## src/rtl/cache_arbiter_pkg.sv

```systemverilog
// ============================================================================
// Module   : arb_types (package)
// Purpose  : Shared state/source enums and default sizes for cache_arbiter.
// Revision : 1.0 - initial release
// ============================================================================
`default_nettype none

package arb_types;

  localparam int c_line_width  = 256;
  localparam int c_offset_bits = 5;

  typedef enum logic [1:0] {
    IDLE    = 2'd0,
    SERVE_I = 2'd1,
    SERVE_D = 2'd2,
    TURN    = 2'd3
  } arb_state_t;

  typedef enum logic {
    SRC_I = 1'b0,
    SRC_D = 1'b1
  } arb_src_t;

endpackage

`default_nettype wire

```

## src/rtl/cache_arbiter_grant_select.sv

```systemverilog
// ============================================================================
// Module   : arb_grant_select
// Purpose  : Combinational winner choice between I-cache and D-cache requests.
//            ARB_ROUND_ROBIN_EN selects alternating tie-break instead of D-first.
// Revision : 1.0 - initial release
// ============================================================================
`default_nettype none

module arb_grant_select
  import arb_types::*;
(
  input  logic     i_req_i,
  input  logic     i_req_d,
`ifdef ARB_ROUND_ROBIN_EN
  input  arb_src_t i_last_grant,
`endif
  output logic     o_any,
  output arb_src_t o_grant
);

  always_comb begin
    o_any   = i_req_i | i_req_d;
    o_grant = SRC_I;
    if (i_req_i && i_req_d) begin
`ifdef ARB_ROUND_ROBIN_EN
      o_grant = (i_last_grant == SRC_I) ? SRC_D : SRC_I;
`else
      o_grant = SRC_D;
`endif
    end else if (i_req_d) begin
      o_grant = SRC_D;
    end
  end

endmodule

`default_nettype wire

```

## src/rtl/cache_arbiter.sv

```systemverilog
// ============================================================================
// Module   : cache_arbiter
// Purpose  : Shares one physical-memory port between the L1 I- and D-caches.
//            Optional macro ARB_ROUND_ROBIN_EN enables round-robin tie-break.
// Revision : 1.0 - initial release
// ============================================================================
`default_nettype none

module cache_arbiter
  import arb_types::*;
#(
  parameter int LINE_WIDTH  = c_line_width,
  parameter int ADDR_WIDTH  = 32,
  parameter int OFFSET_BITS = c_offset_bits
) (
  input  logic                  clk,
  input  logic                  rst,
  input  logic                  i_read,
  input  logic [ADDR_WIDTH-1:0] i_addr,
  output logic [LINE_WIDTH-1:0] i_rdata,
  output logic                  i_resp,
  input  logic                  d_read,
  input  logic                  d_write,
  input  logic [ADDR_WIDTH-1:0] d_addr,
  input  logic [LINE_WIDTH-1:0] d_wdata,
  output logic [LINE_WIDTH-1:0] d_rdata,
  output logic                  d_resp,
  output logic                  pmem_read,
  output logic                  pmem_write,
  output logic [ADDR_WIDTH-1:0] pmem_addr,
  output logic [LINE_WIDTH-1:0] pmem_wdata,
  input  logic [LINE_WIDTH-1:0] pmem_rdata,
  input  logic                  pmem_resp
);

  localparam logic [ADDR_WIDTH-1:0] c_off_mask =
    {{(ADDR_WIDTH-OFFSET_BITS){1'b1}}, {OFFSET_BITS{1'b0}}};

  arb_state_t            r_state;
  arb_state_t            w_next_state;
  logic                  r_op_write;
  logic [ADDR_WIDTH-1:0] r_addr;
  logic [LINE_WIDTH-1:0] r_wdata;
  logic                  w_any;
  arb_src_t              w_grant;
  logic                  w_grant_now;

`ifdef ARB_ROUND_ROBIN_EN
  arb_src_t              r_last_grant;
`endif

  arb_grant_select u_grant_select (
    .i_req_i      (i_read),
    .i_req_d      (d_read | d_write),
`ifdef ARB_ROUND_ROBIN_EN
    .i_last_grant (r_last_grant),
`endif
    .o_any        (w_any),
    .o_grant      (w_grant)
  );

  assign w_grant_now = (r_state == IDLE) && w_any;

  always_ff @(posedge clk or posedge rst) begin
    if (rst) begin
      r_state      <= IDLE;
      r_op_write   <= 1'b0;
      r_addr       <= '0;
      r_wdata      <= '0;
`ifdef ARB_ROUND_ROBIN_EN
      r_last_grant <= SRC_I;
`endif
    end else begin
      r_state <= w_next_state;
      if (w_grant_now) begin
        r_addr     <= ((w_grant == SRC_D) ? d_addr : i_addr) & c_off_mask;
        r_wdata    <= d_wdata;
        // A simultaneous read+write from the D-cache is served as the write-back.
        r_op_write <= (w_grant == SRC_D) && d_write;
`ifdef ARB_ROUND_ROBIN_EN
        r_last_grant <= w_grant;
`endif
      end
    end
  end

  always_comb begin
    w_next_state = r_state;
    pmem_read    = 1'b0;
    pmem_write   = 1'b0;
    i_resp       = 1'b0;
    d_resp       = 1'b0;
    case (r_state)
      IDLE: begin
        if (w_any) begin
          w_next_state = (w_grant == SRC_D) ? SERVE_D : SERVE_I;
        end
      end
      SERVE_I: begin
        pmem_read = 1'b1;
        if (pmem_resp) begin
          i_resp       = 1'b1;
          w_next_state = TURN;
        end
      end
      SERVE_D: begin
        pmem_read  = ~r_op_write;
        pmem_write = r_op_write;
        if (pmem_resp) begin
          d_resp       = 1'b1;
          w_next_state = TURN;
        end
      end
      TURN:    w_next_state = IDLE;
      default: w_next_state = IDLE;
    endcase
  end

  assign i_rdata    = pmem_rdata;
  assign d_rdata    = pmem_rdata;
  assign pmem_addr  = r_addr;
  assign pmem_wdata = r_wdata;

endmodule

`default_nettype wire
```

## config.mk

```make
export PLATFORM = sky130hd
export DESIGN_NAME = cache_arbiter
export DESIGN_NICKNAME = d
export VERILOG_FILES = /design/src/rtl/cache_arbiter_pkg.sv /design/src/rtl/cache_arbiter_grant_select.sv /design/src/rtl/cache_arbiter.sv
export SDC_FILE = /design/constraint.sdc
export NUM_CORES = 1
export LEC_CHECK = 0
export ABC_AREA = 0
export CAP_MARGIN = 0
export CORE_AREA = 2 2 538 540
export CTS_BUF_LIST = sky130_fd_sc_hd__clkbuf_16
export DETAILED_ROUTE_END_ITERATION = 12
export DIE_AREA = 0 0 540 542
export PLACE_DENSITY = 0.33
export RECOVER_POWER = 100
export SYNTH_ARGS = -nofsm -noshare
export SYNTH_HDL_FRONTEND = slang
export SYNTH_SLANG_ARGS = --single-unit
```

## constraint.sdc

```tcl
create_clock -name clk -period 13.6 [get_ports clk]
set_input_delay 2.72 -clock clk [delete_from_list [all_inputs] [get_ports clk]]
set_output_delay 2.72 -clock clk [all_outputs]
set_load 0.02 [all_outputs]
```

# After elaboration in Yosys (flattened, before gate mapping)
# Cells that the tools add are included.
# W data, S select, Z words.
# totals
wordCells	30
ff_bits	286
inputBits	582
out_inout_bits	804
# op_classes
n_eq_ne	5
mux	12
bitwise	3
n_reduce_logical	6
# ops
op	n
$mux W32	1
$mux W1	6
$mux W2	3
$pmux W2 S3	1
$eq A2 B2 Y1 const B	2
$logic_and A1 B1 Y1	3
$eq A2 B1 Y1 const B	1
$logic_not A2 Y1	1
$ne A2 B1 Y1 const B	1
$ne A2 B2 Y1 const B	1
$or A1 B1 Y1	2
$pmux W1 S2	1
$reduce_and A2 Y1	1
$reduce_or A2 Y1	1
$not A1 Y1	1

# Logic depth before layout (Yosys ltp)
# depth
word_depth	6
mapped_depth	7
ltp_nobuf	5

# Hierarchy
# A second synthesis with hierarchy kept.
# hier_totals
hier_cells	1209
hier_area_um2	14978.1
# by_module_without_submodules
module	seq_area_each_um2	n_inst	cells_each	area_each_um2
cache_arbiter	7156.9	1	1207	14968.1
arb_grant_select	0.0	1	2	10.0

# Worst setup path before layout
# Ideal clock, no wire load.
# synth_timing
path_kind	input port to output port
startpoint	input pmem_resp
endpoint	output d_resp
n_path_buf	0
slack_ps	7944
stages	1
arrival_ps	2936
cell_sequence	and2_1
# synth_via
elab_chain_len	2
# synth_rtl
element	line_no	rtl
start, declared	cache_arbiter.sv:33	input logic pmem_resp
$mux W1	cache_arbiter.sv:109	if (pmem_resp) begin
$mux W1	cache_arbiter.sv:93	case (r_state)
end, declared	cache_arbiter.sv:27	output logic d_resp,
# Every way passes these cells.

# Final worst setup path
# layout_timing
startpoint	input d_write
endpoint	register r_wdata[121] (netlist: pmem_wdata[121])
# layout_via
elab_chain_len	3
# layout_rtl
element	line_no	rtl
start, declared	cache_arbiter.sv:23	input logic d_write,
$or A1 B1 Y1	cache_arbiter.sv:54	.i_req_d (d_read | d_write),
$or A1 B1 Y1	cache_arbiter_grant_select.sv:22	o_any = i_req_i | i_req_d;
$logic_and A1 B1 Y1	cache_arbiter.sv:62	assign w_grant_now = (r_state == IDLE) && w_any;
end signal, assigned	cache_arbiter.sv:77	r_wdata <= d_wdata;
end, declared	cache_arbiter.sv:43	logic [LINE_WIDTH-1:0] r_wdata;
# Every way passes these cells.
# A chain may end at the register's enable or synchronous reset.

==> flow_summary.toml <==
[run_status]
status = "complete, but fails checks"
violations = "max-capacitance violations, max-slew violations"

[critical_path]
rr_worst_depth = 6
cp_top_family = "buffers and inverters"
cp_max_fo = 61
setup.worst_path.start_class = "input port"
crit_slowest_cell = "clkbuf_1"
r2r_end = "pmem_wdata[121]$_DFFE_PP0P_"
cp_data_arrival_time_ps = 8990
crit_required_ps = 14090
slowest_delay_ps = 2770
r2r_setup_slack_ps = 7360
cp-end-kind = "flip-flop"
worstPathCellList = "dlygate4sd3_1, o31ai_1, clkbuf_1, clkbuf_1, mux2_2"
cp_common_cell = "clkbuf_1"
worst-path-buf-inv = 3
crit_type = "input port to flip-flop"
worstReg2RegStart = "r_state[0]$_DFFE_PP0P_"

[power_and_ir_drop]
power_density_nw_per_um2 = 250
seq_power_share_pct = 26.0
p_sw_share_pct = 44.5
ir_drop_mv = 0.118
p_switching_mw = 2.58
power_frac_clock_pct = 21.9
comb_power_share_pct = 52.1
p_int_mw = 3.22
p_leak_nw = 8.00

[worst_hold_path]
worstHoldEndpoint = "pmem_addr[29]$_DFFE_PP0P_"
hp-class = "flip-flop to flip-flop"
hp-start = "pmem_addr[29]$_DFFE_PP0P_"
hold_depth = 2

[placement]
dpl_cell_area_um2 = 21600
dp_hpwl_mm = 112
gp_congestion = 0.674
port_buffers = 602

[die]
start_util_pct = 5.24
die_w_um = 540
core_um2 = 287000
die_area_um2 = 293000
io_pins = 1386
die-height_um = 542
rows = 197

[route]
wl_mm = 128
drt_iter0_markers = 324
wl_met3_mm = 26.7
vias_per_cell = 1.88
drc_errors = 0
first_pass_iters = 4
wire_per_inst_um = 24.9
met2WireLength_mm = 50.4
wl_met1_mm = 45.1
highest_layer = "met5"
route.vias.total = 9704
ant_nets = 0

[global_route]
grt_pass1_vias = 10000
grt_max_degree = 124
antenna_found_initial = 128
overflow = 0
grt_pass1_wl_mm = 152
grtUsageTotal_pct = 8.50

[cts]
cts_buffers = 47
clk-insertion-delay-late_ps = 660
clk_path_buf_depth = 3
cts_tree = "done"
clock_sinks = 286
root_buffer = "clkbuf_16"
cts_setup_buffers = 0
cts_resized = 0
cts_max_level = 2
cts_hold_buf = 0
path_clk_slew_ps = 50

[synth]
ys_seq_area_share_pct = 47.6
synth.cell_area_um2 = 15000
synth_top_cell_area_share_pct = 47.6
synth_top_cell_by_area = "dfrtp_1"
synth_area_leaders = "dfrtp_1 48%, buf_4 26%, mux2_2 19%"
syn_inst = 1204
yosysWarnings = 0
ys_types = 21
avgSynthCellArea_um2 = 12.5
ys_ff_latch = 286

[timing]
tightest_slew_ps = 6360
relSlewSlack_pct = -326
setup_viol = 0
timing.final.crit_share_pct = 62.5
rsz0062_at_grt = "false"
hold_viol_final = 0
clock_skew_ps = 40.3
tns_ps = 0
max_freq_ghz = 0.118
slew_violations = 328
period_needed_ps = 8490

[cells_and_area]
fin_nets = 1900
drive_above_1_share_pct = 24.3
fin_area_um2 = 23200
synthToLayoutAreaGrowth_pct = 54.1
fin_util_pct = 8.07

[run]
drv_cap = 5
power by group through the flow:
stage | registers, mW | logic, mW | clock network (mW)
2_1_floorplan | 2.05 | 1.09 | 0
3_3_place_gp | 1.53 | 3.27 | 0
3_5_place_dp | 1.54 | 3.25 | 0
4_1_cts | 1.53 | 3.26 | 1.37
5_1_grt | 1.57 | 3.29 | 1.39
6_report | 1.51 | 3.02 | 1.27
layout by cell type (no fill, tap or decap), types with 3 or more instances in the layout:
cell,Yosys,routed
clkinv_1,0,13
mux2_2,256,256
bufinv_16,0,6
mux2i_1,27,27
o21ai_0,30,30
clkbuf_16,0,48
clkdlybuf4s50_1,0,313
and2_1,3,3
clkbuf_1,2,4
nor2b_1,3,3
dlygate4sd3_1,0,289
diode_2,0,22
dfrtp_1,286,286
inv_6,0,3
clkinv_2,0,4
ha_1,3,3
conb_1,1,5
inv_1,4,10
buf_4,524,4
nand2_1,32,32
per-stage QoR:
step	std cells	total power, mW	hold slack, ps	worst slack, ps
after detailed placement	5047	4.80	474	6350
after CTS	5131	6.16	493	6350
final	5153	5.80	474	5110
after global placement	5047	4.79	478	6350
after floorplan	1208	3.13	461	2990
after global routing	5132	6.25	508	4340
sequential cells by signal, indices dropped and copies added, names as in the netlist:
| signal | flops |
|---|---|
| pmem_wdata | 256 |
| r_op_write | 1 |
| pmem_addr | 27 |
| r_state | 2 |
routing by layer:
layer	track usage [%]	vias to the layer above
met3	7.91	442
met2	11.9	1088
met5	0.427	-
met4	3.24	10
met1	8.73	4436
li1	-	3728
worst max path at each step:
stage              start                           to  slack, ps  depth (start not counted)
6_report         d_write  pmem_wdata[121]$_DFFE_PP0P_       5110                          5
5_1_grt          d_write   pmem_wdata[89]$_DFFE_PP0P_       4340                          5
4_1_cts        pmem_resp                       d_resp       6350                          3
3_5_place_dp   pmem_resp                       d_resp       6350                          3
3_3_place_gp   pmem_resp                       d_resp       6350                          3
2_1_floorplan        rst    pmem_addr[10]$_DFFE_PP0P_       2990                          1
worst reg2reg max path, delay by kind of cell (launching register included):
kind                     cells  cell delay [ps]
adder cells (fa/ha/maj)      1              250
multiplexers                 1              610
AO/OA/AOI/OAI                1              100
buffers and inverters        3             4770
flip-flops                   1              350
synthesized netlist by cell type:
cell type  instances
and2_1             3
buf_2              5
buf_4            524
buf_6              2
buf_8             20
clkbuf_1           2
conb_1             1
dfrtp_1          286
ha_1               3
inv_1              4
mux2_2           256
mux2i_1           27
nand2_1           32
nor2_4             1
nor2b_1            3
nor3b_1            1
o21a_1             1
o21ai_0           30
o221a_2            1
o22a_1             1
o31ai_4            1
cell families after synthesis:
logic type	after synthesis	synth area share, %
mux	283	21.0
flops	286	47.6
compound gates	34	1.32
simple gates	40	1.17
buf+inv	557	28.6
fa+ha+maj	3	0.250
other cells	1	0.0249
final cells by class:
cell class	instances	area [um2]
fillers	33200	264000
flip-flops and latches	286	7160
repair buffers	611	6090
well taps	3781	4730
multi-input cells	365	3570
clock buffers	48	1200
clock inverters	36	334
diodes	22	55.1
inverters	4	16.3
No activity file was read; power rests on OpenSTA's default activity.
